### src/rtl/keypad_pkg.sv
// Shared types and constants for the 4x4 keypad scanner.
package keypad_pkg;

  // Scanner FSM states.
  typedef enum logic [1:0] {
    Scan,
    PressDb,
    Held,
    ReleaseDb
  } state_e;

  localparam logic [3:0] ROW_RESET = 4'b1110;
  localparam logic [3:0] COL_IDLE  = 4'b1111;

  // Index of the lowest active-low column; only meaningful when some column is low.
  function automatic logic [1:0] lowest_low(input logic [3:0] cols);
    if (!cols[0]) begin
      return 2'd0;
    end else if (!cols[1]) begin
      return 2'd1;
    end else if (!cols[2]) begin
      return 2'd2;
    end else begin
      return 2'd3;
    end
  endfunction

endpackage

### src/rtl/keypad_tick_gen.sv
// Free-running scan tick: one-cycle pulse every SCAN_DIV clocks.
module keypad_tick_gen #(
  parameter int unsigned SCAN_DIV = 50000
) (
  input  logic clk_i,
  input  logic clr_i,
  output logic tick_o
);

  localparam int unsigned CntW = (SCAN_DIV > 1) ? $clog2(SCAN_DIV) : 1;
  localparam logic [CntW-1:0] CntMax = CntW'(SCAN_DIV - 1);

  logic [CntW-1:0] cnt_q, cnt_d;

  // Count 0..SCAN_DIV-1 and wrap.
  always_comb begin
    cnt_d = (cnt_q == CntMax) ? '0 : cnt_q + 1'b1;
  end

  // Counter register.
  always_ff @(posedge clk_i or posedge clr_i) begin
    if (clr_i) begin
      cnt_q <= '0;
    end else begin
      cnt_q <= cnt_d;
    end
  end

  assign tick_o = (cnt_q == CntMax);

endmodule

### src/rtl/keypad_scan.sv
// 4x4 active-low keypad scanner with press/release debounce.
// Optional auto-repeat is enabled by defining KEYPAD_REPEAT_EN.
module keypad_scan
  import keypad_pkg::*;
#(
  parameter int unsigned SCAN_DIV     = 50000,
  parameter int unsigned DEBOUNCE_CNT = 8,
  parameter int unsigned REPEAT_DLY   = 500,
  parameter int unsigned REPEAT_RATE  = 100
) (
  input  logic       clk,
  input  logic       clr,
  input  logic [3:0] col,
  output logic [3:0] row,
  output logic [3:0] key,
  output logic       key_valid,
  output logic       key_down
);

  localparam int unsigned DbW = $clog2(DEBOUNCE_CNT + 1);
  localparam logic [DbW-1:0] DbMax = DbW'(DEBOUNCE_CNT);

  logic           tick;
  logic [3:0]     sync1_q, scol_q;
  state_e         state_q, state_d;
  logic [1:0]     row_idx_q, row_idx_d;
  logic [3:0]     code_q, code_d;
  logic [DbW-1:0] db_cnt_q, db_cnt_d;
  logic [DbW-1:0] db_inc;
  logic [3:0]     key_q, key_d;
  logic           key_valid_q, key_valid_d;
  logic           key_down_q, key_down_d;
  logic [3:0]     row_q;
  logic           cap_high;
  logic [3:0]     new_code;
  logic           accept;
  logic [3:0]     accept_code;

  keypad_tick_gen #(
    .SCAN_DIV(SCAN_DIV)
  ) u_tick_gen (
    .clk_i (clk),
    .clr_i (clr),
    .tick_o(tick)
  );

  assign cap_high = scol_q[code_q[1:0]];
  assign new_code = {row_idx_q, lowest_low(scol_q)};
  assign db_inc   = db_cnt_q + 1'b1;

`ifdef KEYPAD_REPEAT_EN
  localparam int unsigned RepMax = (REPEAT_DLY > REPEAT_RATE) ? REPEAT_DLY : REPEAT_RATE;
  localparam int unsigned RepW   = $clog2(RepMax + 1);
  localparam logic [RepW-1:0] RepDly  = RepW'(REPEAT_DLY);
  localparam logic [RepW-1:0] RepRate = RepW'(REPEAT_RATE);
  localparam logic [RepW-1:0] RepOne  = RepW'(1);

  // Counts down the ticks to the next auto-repeat; saturates at 1 during release debounce.
  logic [RepW-1:0] rep_cnt_q, rep_cnt_d;
`else
  logic unused_repeat_cfg;
  assign unused_repeat_cfg = ^{REPEAT_DLY, REPEAT_RATE};
`endif

  // Next-state and output decode; everything advances only on scan ticks.
  always_comb begin
    state_d     = state_q;
    row_idx_d   = row_idx_q;
    code_d      = code_q;
    db_cnt_d    = db_cnt_q;
    key_d       = key_q;
    key_valid_d = 1'b0;
    key_down_d  = key_down_q;
    accept      = 1'b0;
    accept_code = code_q;

    if (tick) begin
      unique case (state_q)
        Scan: begin
          if (scol_q == COL_IDLE) begin
            row_idx_d = row_idx_q + 2'd1;
          end else begin
            code_d   = new_code;
            db_cnt_d = DbW'(1);
            if (DEBOUNCE_CNT == 1) begin
              accept      = 1'b1;
              accept_code = new_code;
            end else begin
              state_d = PressDb;
            end
          end
        end
        PressDb: begin
          if (!cap_high) begin
            db_cnt_d = db_inc;
            if (db_inc == DbMax) begin
              accept = 1'b1;
            end
          end else begin
            // Bounce: drop the candidate and move on to the next row.
            db_cnt_d  = '0;
            row_idx_d = row_idx_q + 2'd1;
            state_d   = Scan;
          end
        end
        Held: begin
          if (cap_high) begin
            db_cnt_d = DbW'(1);
            if (DEBOUNCE_CNT == 1) begin
              key_down_d = 1'b0;
              db_cnt_d   = '0;
              row_idx_d  = row_idx_q + 2'd1;
              state_d    = Scan;
            end else begin
              state_d = ReleaseDb;
            end
          end
        end
        ReleaseDb: begin
          if (cap_high) begin
            db_cnt_d = db_inc;
            if (db_inc == DbMax) begin
              key_down_d = 1'b0;
              db_cnt_d   = '0;
              row_idx_d  = row_idx_q + 2'd1;
              state_d    = Scan;
            end
          end else begin
            state_d = Held;
          end
        end
        default: state_d = Scan;
      endcase
    end

    if (accept) begin
      key_d       = accept_code;
      key_valid_d = 1'b1;
      key_down_d  = 1'b1;
      db_cnt_d    = '0;
      state_d     = Held;
    end

`ifdef KEYPAD_REPEAT_EN
    rep_cnt_d = rep_cnt_q;
    if (tick) begin
      if (accept) begin
        rep_cnt_d = RepDly;
      end else if (state_q == Held && !cap_high) begin
        if (rep_cnt_q <= RepOne) begin
          key_valid_d = 1'b1;
          rep_cnt_d   = RepRate;
        end else begin
          rep_cnt_d = rep_cnt_q - 1'b1;
        end
      end else if (state_q == Held || state_q == ReleaseDb) begin
        if (state_d == Scan) begin
          rep_cnt_d = '0;
        end else if (rep_cnt_q > RepOne) begin
          rep_cnt_d = rep_cnt_q - 1'b1;
        end
      end
    end
`endif
  end

  // State, synchronizer and registered outputs.
  always_ff @(posedge clk or posedge clr) begin
    if (clr) begin
      sync1_q     <= COL_IDLE;
      scol_q      <= COL_IDLE;
      state_q     <= Scan;
      row_idx_q   <= 2'd0;
      code_q      <= 4'h0;
      db_cnt_q    <= '0;
      key_q       <= 4'h0;
      key_valid_q <= 1'b0;
      key_down_q  <= 1'b0;
      row_q       <= ROW_RESET;
`ifdef KEYPAD_REPEAT_EN
      rep_cnt_q   <= '0;
`endif
    end else begin
      sync1_q     <= col;
      scol_q      <= sync1_q;
      state_q     <= state_d;
      row_idx_q   <= row_idx_d;
      code_q      <= code_d;
      db_cnt_q    <= db_cnt_d;
      key_q       <= key_d;
      key_valid_q <= key_valid_d;
      key_down_q  <= key_down_d;
      row_q       <= ~(4'b0001 << row_idx_d);
`ifdef KEYPAD_REPEAT_EN
      rep_cnt_q   <= rep_cnt_d;
`endif
    end
  end

  assign row       = row_q;
  assign key       = key_q;
  assign key_valid = key_valid_q;
  assign key_down  = key_down_q;

endmodule
### config.mk
export PLATFORM = sky130hd
export DESIGN_NAME = keypad_scan
export DESIGN_NICKNAME = d
export VERILOG_FILES = /design/src/rtl/keypad_pkg.sv /design/src/rtl/keypad_tick_gen.sv /design/src/rtl/keypad_scan.sv
export SDC_FILE = /design/constraint.sdc
export NUM_CORES = 1
export LEC_CHECK = 0
export BUFFER_PORTS_ARGS = -buffer_cell sky130_fd_sc_hd__buf_2
export CAP_MARGIN = 20
export CORE_MARGIN = 10
export CORE_UTILIZATION = 63
export CTS_CLUSTER_SIZE = 30
export DETAILED_ROUTE_END_ITERATION = 8
export PLACE_DENSITY = 0.91
export SYNTH_ARGS = -nofsm -noshare
export SYNTH_HDL_FRONTEND = slang
export SYNTH_HIERARCHICAL = 1
export SYNTH_SLANG_ARGS = --single-unit
### constraint.sdc
create_clock -name clk -period 5.05 [get_ports clk]
set_input_delay 0.2525 -clock clk [delete_from_list [all_inputs] [get_ports clk]]
set_output_delay 0.2525 -clock clk [all_outputs]
set_load 0.03 [all_outputs]
==> summary.txt <==
Status
  • Status: complete, no violations

Critical path
  • R2R setup slack: 2.04 ns
  • CP cell instances: ha_1, nand3_1, nor4_4, nand3_2, nor3_4, mux2_2
  • Crit path buf inv count: 0
  • Worst R2R Start: u_tick_gen/cnt_q[0]
  • Slowest CP cell: nor4_4
  • CP Data Arrival Time: 3.27 ns
  • Crit path capture type: flop
  • Crit path kind: reg -> reg
  • CP max stage delay: 0.93 ns
  • CP delay by family, top: simple AND/OR/NAND/NOR gates
  • Critical path data required time: 5.31 ns
  • CP Max Fanout: 19
  • CP startpoint: u_tick_gen/cnt_q[0]
  • Crit path launch type: flop

Synth
  • Post-Syn Area: 2090 um^2
  • Synth async-reset ratio: 1.00
  • Sequential fraction of the synthesis area: 0.557
  • Post-synth EDFFs: 0
  • FF+latch count, synth: 46
  • Area leader, netlist: dfrtp_1
  • Total of warnings raised by yosys: 6
  • Post-synthesis cell count: 182
  • Synth unique cells: 44
  • Syn Nets: 191
  • Synth area leaders: dfrtp_1, dfstp_2, nand2_1
  • Top-area cell type share of the netlist area: 0.419
  • Mean post-synth cell area: 11.5 um^2
  • Top_reg_cell synth: dfrtp_1

Routing
  • DRC: 0
  • Drt initial violations: 109
  • DR vias: 1473
  • DR WL met2: 2.04 mm
  • Number of routed nets with antenna violations: 0
  • Per-cell routed wire length: 15.9 um
  • Routed vias/inst: 5.85
  • Highest Signal Layer: met4
  • Drt pass-1 iters: 4
  • DR WL met3: 223 um
  • DRT Wirelength: 4.01 mm
  • WL met1: 1.68 mm

CTS
  • Post-CTS Setup Bufs: 0
  • Clock Sinks: 46
  • CTS Buf Count: 5
  • Worst skew pair latency: 0.37 ns
  • TritonCTS clock tree: built
  • CTS Buffer Depth: 2
  • Htree depth: 2
  • Clock root buffer master: clkbuf_4
  • Clock slew at reported path FFs: 0.13 ns

Cells and area
  • Filler Cell Count: 202
  • Final net count: 216
  • Final Instance Count excl. Fillers: 252
  • P&R area growth vs syn: 12.1%
  • Commonest non-fill, non-tap cell in the layout: dfrtp_1
  • Most frequent cells in the layout: dfrtp_1, nand2_1, nor2_1
  • Layout cells sized above 1: 0.255
  • # diodes: 0
  • Utilization after layout: 0.755

Place
  • GPL Wtd Cong: 0.905
  • HPWL after detailed placement: 2.87 mm
  • Cells after DPL: 238
  • PortBufs: 15

Global route
  • GRT overflow: 0
  • Largest net degree at the start of global routing: 31
  • Total GRT Usage: 0.140
  • Vias in the first global route: 1472
  • Initial antenna violation count: 0
  • First-pass GRT wire length: 6.86 mm

Floorplanning
  • Number of top-level pins: 16
  • Num rows: 20
  • Die area: 6020 um^2
  • Die Height: 77.6 um
  • Starting density of the core: 0.674
  • Die Wd: 77.6 um
  • Core area: 3100 um^2

Power
  • Leak: 0.00104 uW
  • Worst vdd ir: 0.230 mV
  • Total power after layout: 616 uW
  • Pwr Density: 263 nW/um^2

Timing
  • Clk_skew: 0.0113 ns
  • Peak Freq: 333 MHz
  • Setup TNS: 0 ns
  • Fin crit share: 0.595
  • Endpoints failing hold: 0
  • Min Clock Period, post-route: 3.01 ns
  • RSZ-0062 raised after global routing: no
  • Slew Viols, Final: 0
  • Relative slew slack: 0.356
  • # setup viols final: 0
  • Worst-Margin Slew: 0.959 ns

Worst hold path
  • Hold path startpoint: sync1_q[0]
  • Hold Crit Class: reg -> reg

Flow run
  • Max capacitance violation total: 0
[power by group]
| part | total (uW) | switching (uW) | internal [uW] |
|---|---|---|---|
| clock | 221 | 117 | 104 |
| sequential | 376 | 1.88 | 374 |
| combinational | 18.5 | 10.9 | 7.59 |
[layout make-up]
type / count / area (um^2) / share of cell area
inverters: 8 / 30.0 / 0.0128
clock buffers: 6 / 41.3 / 0.0176
well taps: 44 / 55.1 / 0.0235
flip-flops and latches: 46 / 1160 / 0.497
clock inverters: 2 / 37.5 / 0.0160
repair buffers: 21 / 153 / 0.0651
multi-input cells: 125 / 862 / 0.368
[kinds of logic after synthesis]
kind of cell / share of synthesized area
AOI/OAI and AO/OA: 0.0928
xor gates and xnor gates: 0.0586
adders and majority gates: 0.0180
buffers and inverters: 0.0305
DFF: 0.557
muxes: 0.0479
and+or+nand+nor: 0.195
[sequential cells by signal, indices dropped and copies added, names as in the netlist]
register          cells
row                   4
key_down              1
row_idx_q             2
key_valid             1
u_tick_gen/cnt_q     16
accept_code           4
sync1_q               4
db_cnt_q              4
scol_q                4
state_q               2
key                   4
[synthesized netlist by cell type (2+ instances only)]
library cell and number:
inv_1 8, nand2_1 21, xor2_1 7, or3_1 2, buf_6 3, nand3_1 8, nor2_1 16, a2bb2oi_1 2
or4bb_1 2, dfstp_2 11, a31oi_1 2, nor4_1 3, ha_1 3, dfrtp_1 35, o41ai_1 2, xnor2_1 7
nand4_1 8, a21boi_0 3, mux2_2 6, o21ai_0 9
[through the flow]
step | hold WS, ns | area [um^2] | worst slack (ns)
2_1_floorplan | 0.166 | 2090 | 2.63
3_3_place_gp | 0.337 | 2190 | 2.28
3_5_place_dp | 0.348 | 2190 | 2.11
4_1_cts | 0.367 | 2320 | 2.07
5_1_grt | 0.368 | 2340 | 1.85
6_report | 0.366 | 2340 | 2.04
[final timing paths]
path | endpoint | cells after the start
max | key[3] | 6
min | scol_q[0] | 0
max reg2reg | key[3] | 6
min reg2reg | scol_q[0] | 0
max in group asynchronous | row[2] | 4
min in group asynchronous | accept_code[1] | 3
[per-layer routing]
layer / vias to the layer above / GRT usage
met1: 733 / 0.159
met2: 37 / 0.236
li1: 694 / -
met4: 0 / 0.0547
met5: - / 0
met3: 9 / 0.0472
[timing repair]
| action | in CTS | in global routing |
|---|---|---|
| hold endpoints to repair | 20 | 0 |
| gates resized for setup | 0 | 0 |
| hold buffers | 5 | 0 |
Note: power is estimated with default switching activity, not from simulation.
